<file path="config.mk">
export PLATFORM = sky130hd
export DESIGN_NAME = proc_trace_lane
export DESIGN_NICKNAME = d
export VERILOG_FILES = /design/src/rtl/proc_trace_checker.sv
export SDC_FILE = /design/constraint.sdc
export NUM_CORES = 1
export LEC_CHECK = 0
export CORE_MARGIN = 5
export CORE_UTILIZATION = 21
export DETAILED_ROUTE_END_ITERATION = 10
export GPL_TIMING_DRIVEN = 0
export PLACE_DENSITY = 0.91
export SYNTH_ARGS = -nofsm -noshare
export SYNTH_HDL_FRONTEND = slang
export SYNTH_SLANG_ARGS = --single-unit
export TNS_END_PERCENT = 10
</file>
<file path="constraint.sdc">
create_clock -name vclk -period 1.1
set_input_delay 0.22 -clock vclk [all_inputs]
set_output_delay 0.22 -clock vclk [all_outputs]
set_load 0.02 [all_outputs]
</file>
<file path="src/rtl/proc_trace_checker.sv">
// Expected-vector result checker for processor bring-up: compares NUM_CH observed
// buses per sample against a loaded vector memory, counting and recording mismatches.

module proc_trace_lane #(
    parameter int DATA_W = 32
) (
    input  logic [DATA_W-1:0] obs,
    input  logic [DATA_W-1:0] exp_val,
    input  logic              mask,
    output logic              mis
);
    // Case-inequality so X/Z on an observed bus is flagged in simulation.
    assign mis = mask & (obs !== exp_val);
endmodule

</file>
Word-level counts from Yosys, hierarchy flattened
Index checks and enable logic that the tools add are counted.
- bits in registers: 0
- input port bits: 65
- output and inout bits: 1
- word-level logic and storage cells: 2
- equality and inequality tests: 1
- bitwise logic cells: 1
- operators by type and width (cell ; number):
    case inequality test 32 bit ; 1
    bitwise AND 1 bit ; 1

Depth between registers and ports, before layout
- depth after elaboration: 2
- mapped depth: 4
- gate-level depth less buffers: 4

Worst setup path after synthesis
Ideal clock, no wire load.
- path type: input to output
- start point: input port exp_val[11]
- end point: output port mis
- data arrival time: 0.888 ns
- required time: 0.880 ns
- path slack: -0.008 ns
- cell stages on the path: 4
- path through: xnor2_1 nand4_1 nor4_1 a21boi_1
- word-level cells in the longest chain between the ends: 2
- ends and longest elaborated chain (what ; line ; text):
    start, declared ; 8 ; input logic [DATA_W-1:0] exp_val,
    case inequality test 32 bit ; 13 ; assign mis = mask & (obs !== exp_val);
    bitwise AND 1 bit ; 13 ;
    end, declared ; 10 ; output logic mis
No other way between the ends.

Worst setup path after layout
- start point: input port obs[0]
- end point: output port mis
- word-level cells in the longest chain between the ends: 2
- ends and longest elaborated chain (what ; line ; text):
    start, declared ; 7 ; input logic [DATA_W-1:0] obs,
    case inequality test 32 bit ; 13 ;
    bitwise AND 1 bit ; 13 ;
No other way between the ends.

==> flow_summary.yaml <==
sta:
  worst_pin_slew_ns: 0.2506
  hold_viol: 0
  fin_tns_setup_ns: -0.2802
  period_minus_slack_ns: 1.380
  slew_violations: 0
  max_freq_ghz: 0.7245
  rsz0062_at_grt: "true"
  relSlewSlack_pct: 83.15
  layout_setup_ws_ns: -0.2802
  setup_viol: 1
  period_share_pct: 125.5
route:
  via_per_inst: 4.312
  dr.pass1.iters: 2
  wl_um: 1719
  routedWlPerCell_um: 13.75
  drt_iter0_drc: 1
  vias: 539
  final_antenna_net_count: 0
  drc: 0
critical_path:
  cp_max_fo: 1
  required_ns: 0.88
  worstSetupEndpointType: "output port"
  crit_type: "in2out"
  startpoint_type: "input pin"
  arrival_ns: 1.16
yosys:
  synth_warnings: 0
  synth.avg_cell_area_um2: 8.147
  synth.yosys.seq_area_share_pct: 0
  synth_area_um2: 350.3
  synth_cell_types: 4
  synthesis.nets: 108
  netlist_instances: 43
die:
  std_cell_rows: 14
  die_x_um: 50.85
  core_um2: 1541
  dieArea_um2: 2585
  fp.dieH_um: 50.85
  start_util_pct: 22.73
  boundaryPins: 66
final_layout:
  nClkBuffers: 0
  antenna_cells: 0
  regArea_um2: 0
  multi_input_area_um2: 456.7
  fin_nets: 176
  drive_gt1_share_pct: 66.06
  design.seq.count: 0
  area_growth_pct: 162.9
  nFillCells: 164
cts:
  post_cts_buffers: 0
global_route:
  antenna_found_initial: 0
  overflow: 0
  grt_pass1_wl_um: 2525
  track_usage_pct: 11.93
  grt_max_degree: 2
  grt_pass1_vias: 586
worst_hold_path:
  hp-class: "in2out"
placement:
  io_buffer_count: 66
  pre_cts_ws_ns: -1.080
  gp_congestion: 0.6825
run:
  maxCapViolations: 0
run_status:
  violations: "setup timing"
  status: "finished, violations left"
power_and_ir_drop:
  irDropWorstVdd_v: 0.0001513
  leakagePower_nw: 0.4318
  power_density_nw_per_um2: 366.0
[routing by layer]
layer	up-vias	share of wire [%]	track usage, %
li1	282	-	-
met1	234	28	11.50
met2	23	61	25.62
met3	0	12	3.198
met4	0	0	0
met5	-	0	0
[synthesized netlist by cell type (all sizes together)]
cell	n	share of area, %
a21boi	1	2.1
xnor2	32	80
nor4	2	3.6
nand4	8	14
[worst max-delay path, stage by stage]
cell	delay, ns
buf_6	0.09
xnor2_1	0.15
nand4_1	0.14
nor4_2	0.33
a21boi_2	0.09
buf_6	0.14
[power by group]
group | switching, W | total, W | internal, W | leakage [nW]
Combinational | 0.000111 | 0.000337 | 0.000226 | 0.432
Sequential | 0 | 0 | 0 | 0
Clock | 0 | 0 | 0 | 0
Total | 0.000111 | 0.000337 | 0.000226 | 0.432
[cells by family after synthesis]
group and synth area share (%):
AND/OR/NAND/NOR 17.86, AO/OA/AOI/OAI 2.144, XOR/XNOR 80.00
[through the flow]
step	std cells	utilization [%]	instance area, µm²	hold WS (ns)	total power, W
after global placement	125	69.89	1077	1.511	0.0003890
final	125	59.74	920.9	0.9677	0.0003370
after global routing	125	59.74	920.9	1.004	0.0003650
after CTS	125	63.07	972.2	0.9746	0.0003450
after floorplan	43	-	396.6	0.6133	0.0001282
after detailed placement	125	69.89	1077	1.510	0.0003979
[final timing paths]
path    start  end  slack, ns  cells past startpoint
max    obs[0]  mis      -0.28                      6
min   obs[30]  mis       0.97                      6
[area by class of cell]
cell class         instances  area share [%]
multi-input cells         43           49.59
repair buffers            66           48.23
well taps                 16           2.174
[placed cells by master (no fill, tap or decap), drive strengths merged]
cell,n
buf,40
xnor2,32
clkbuf,16
clkdlybuf4s15,9
nand4,8
nor4,2
a21boi,1
clkdlybuf4s50,1
[what timing repair did]
action / CTS / global route
pin swaps: 43 / 15
gates resized for setup: 205 / 25
hold buffers: 0 / 0
setup endpoints to repair: 1 / 1
Note: power is estimated with default switching activity, not from simulation.
==> patch: new RTL, same settings <==
The parameter `DATA_W` goes from 32 to 64.
--- a/src/rtl/proc_trace_checker.sv
+++ b/src/rtl/proc_trace_checker.sv
@@ -3,5 +3,5 @@
 
 module proc_trace_lane #(
-    parameter int DATA_W = 32
+    parameter int DATA_W = 64
 ) (
     input  logic [DATA_W-1:0] obs,
Interface: changed (resized exp_val and obs); port bits go from 66 to 130. The function was not compared with the original's and may differ.
==> patch against the original RTL <==
  * Utilization decreased by 5.6 points
  * Design area increased by 93%
  * Sequential share of layout area unchanged
  * Largest power group unchanged
  * Routed wire length increased by 120%
  * Power increased by 83%
  * Global-route usage increased by 2.3 points
  * Synthesized cell count increased by 100%
  * Synthesized area increased by 99%
  * Non-clock buffer count increased by 64
  * Fmax decreased by 15%
  * The flow still finishes with violations (negative setup slack)
  * Setup slack got worse by 0.25 ns
==> patch: results (changes against the original RTL) <==
crit_family: "simple AND/OR/NAND/NOR gates"
nets: 347  # +97%
syn-num-nets: 215  # +99%
drtPass1Iterations: 3  # +1
hold_class: "in -> out"
finalSetupTns_ns: -0.5304  # -0.2503 ns
ys_seq_area_share_pct: 0  # unchanged
finalWirelength_mm: 3.713  # +120%
n_clock_buffer: 0  # unchanged
num_vias: 1105  # +110%
ys_top_cells_by_area: "xnor2_1 (40%), xor2_1 (40%), nand4_1 (9.0%), nor4_1 (9.0%), o31a_1 (1.3%)"
place_congestion: 0.7798  # +14%
seq_cell_count: 0  # unchanged
grt_pass1_wl_mm: 5.030  # +99%
p_leak_nw: 0.8735  # +100%
worst_path_max_delay_cell: "o31a_1"
drt_iter0_drc: 11  # +10
relSlewSlack_pct: 81.98  # -1.2 points
postCtsSetupRepairBufs: 0  # unchanged
worstPathArrival_ns: 1.41  # +0.25 ns
grt_pass1_vias: 1177  # +100%
num_antenna_cells: 0  # unchanged
status: "finished with violations"
dp_hpwl_mm: 3.374
setup_ws_ns: -0.5304  # -0.2503 ns
pre_cts_ws_ns: -1.334  # -0.2534 ns
setup_viol: 1  # unchanged
numPortBuffers: 130  # +97%
grtUsageTotal_pct: 14.20  # +2.3 points
yosys_warnings: 0  # unchanged
post_route_cells_drive_above_1_share_pct: 59.26  # -6.8 points
worst-path-max-fanout: 1  # unchanged
max_stage_delay_ns: 0.33  # about the same
violations: "negative setup slack"
yosys-top-cells-count: "xnor2_1 (32), xor2_1 (32), nand4_1 (10), nor4_1 (10)"
antenna_found_initial: 0  # unchanged
ir_drop_uv: 140.8  # -7.0%
grt_max_degree: 2  # unchanged
synth.distinct_cells: 6  # +2
patch: changes by cell type in the layout (fill, tap and decap cells not counted), moves of 5 or more:
cell,unedited run,this run
xor2_1,0,32
dlygate4sd2_1,0,5
clkdlybuf4s15_1,8,17
buf_6,10,17
clkbuf_2,16,37
buf_2,30,52
patch: kinds of logic after synthesis:
| family | share of synthesized area (%) |
|---|---|
| compound gates | 1.255 |
| xor+xnor | 80.29 |
| simple gates | 18.46 |
patch: routing by layer:
metal  track usage [%]  wire, um
met5                 0         0
met1             12.11       994
met2             31.47      2153
met3             4.825       551
met4            0.7595        14
patch: worst paths after layout:
check | cells past startpoint | slack [ns] | to | start
max | 6 | -0.53 | mis | exp_val[25]
min | 7 | 1.00 | mis | exp_val[4]
patch: area by class of cell:
type	count	area, um^2
multi-input combinational	86	848.3
fill	360	1506
tap	46	57.56
timing repair buffer	130	872.1
patch: what timing repair did:
| item | 4_1_cts | 5_1_grt |
|---|---|---|
| resized for setup | 344 | 86 |
| endpoints found under the setup margin | 1 | 1 |
| pin swaps | 80 | 46 |
patch: power breakdown:
part / total (mW) / internal [mW] / switching (mW) / leakage [nW]
Clock: 0 / 0 / 0 / 0
Combinational: 0.617 / 0.397 / 0.220 / 0.873
Sequential: 0 / 0 / 0 / 0
patch: stage by stage:
step,cells,area (um^2)
after floorplan,86,698.2
after global placement,262,2057
after detailed placement,262,2057
after CTS,262,1815
after global routing,262,1778
final,262,1778
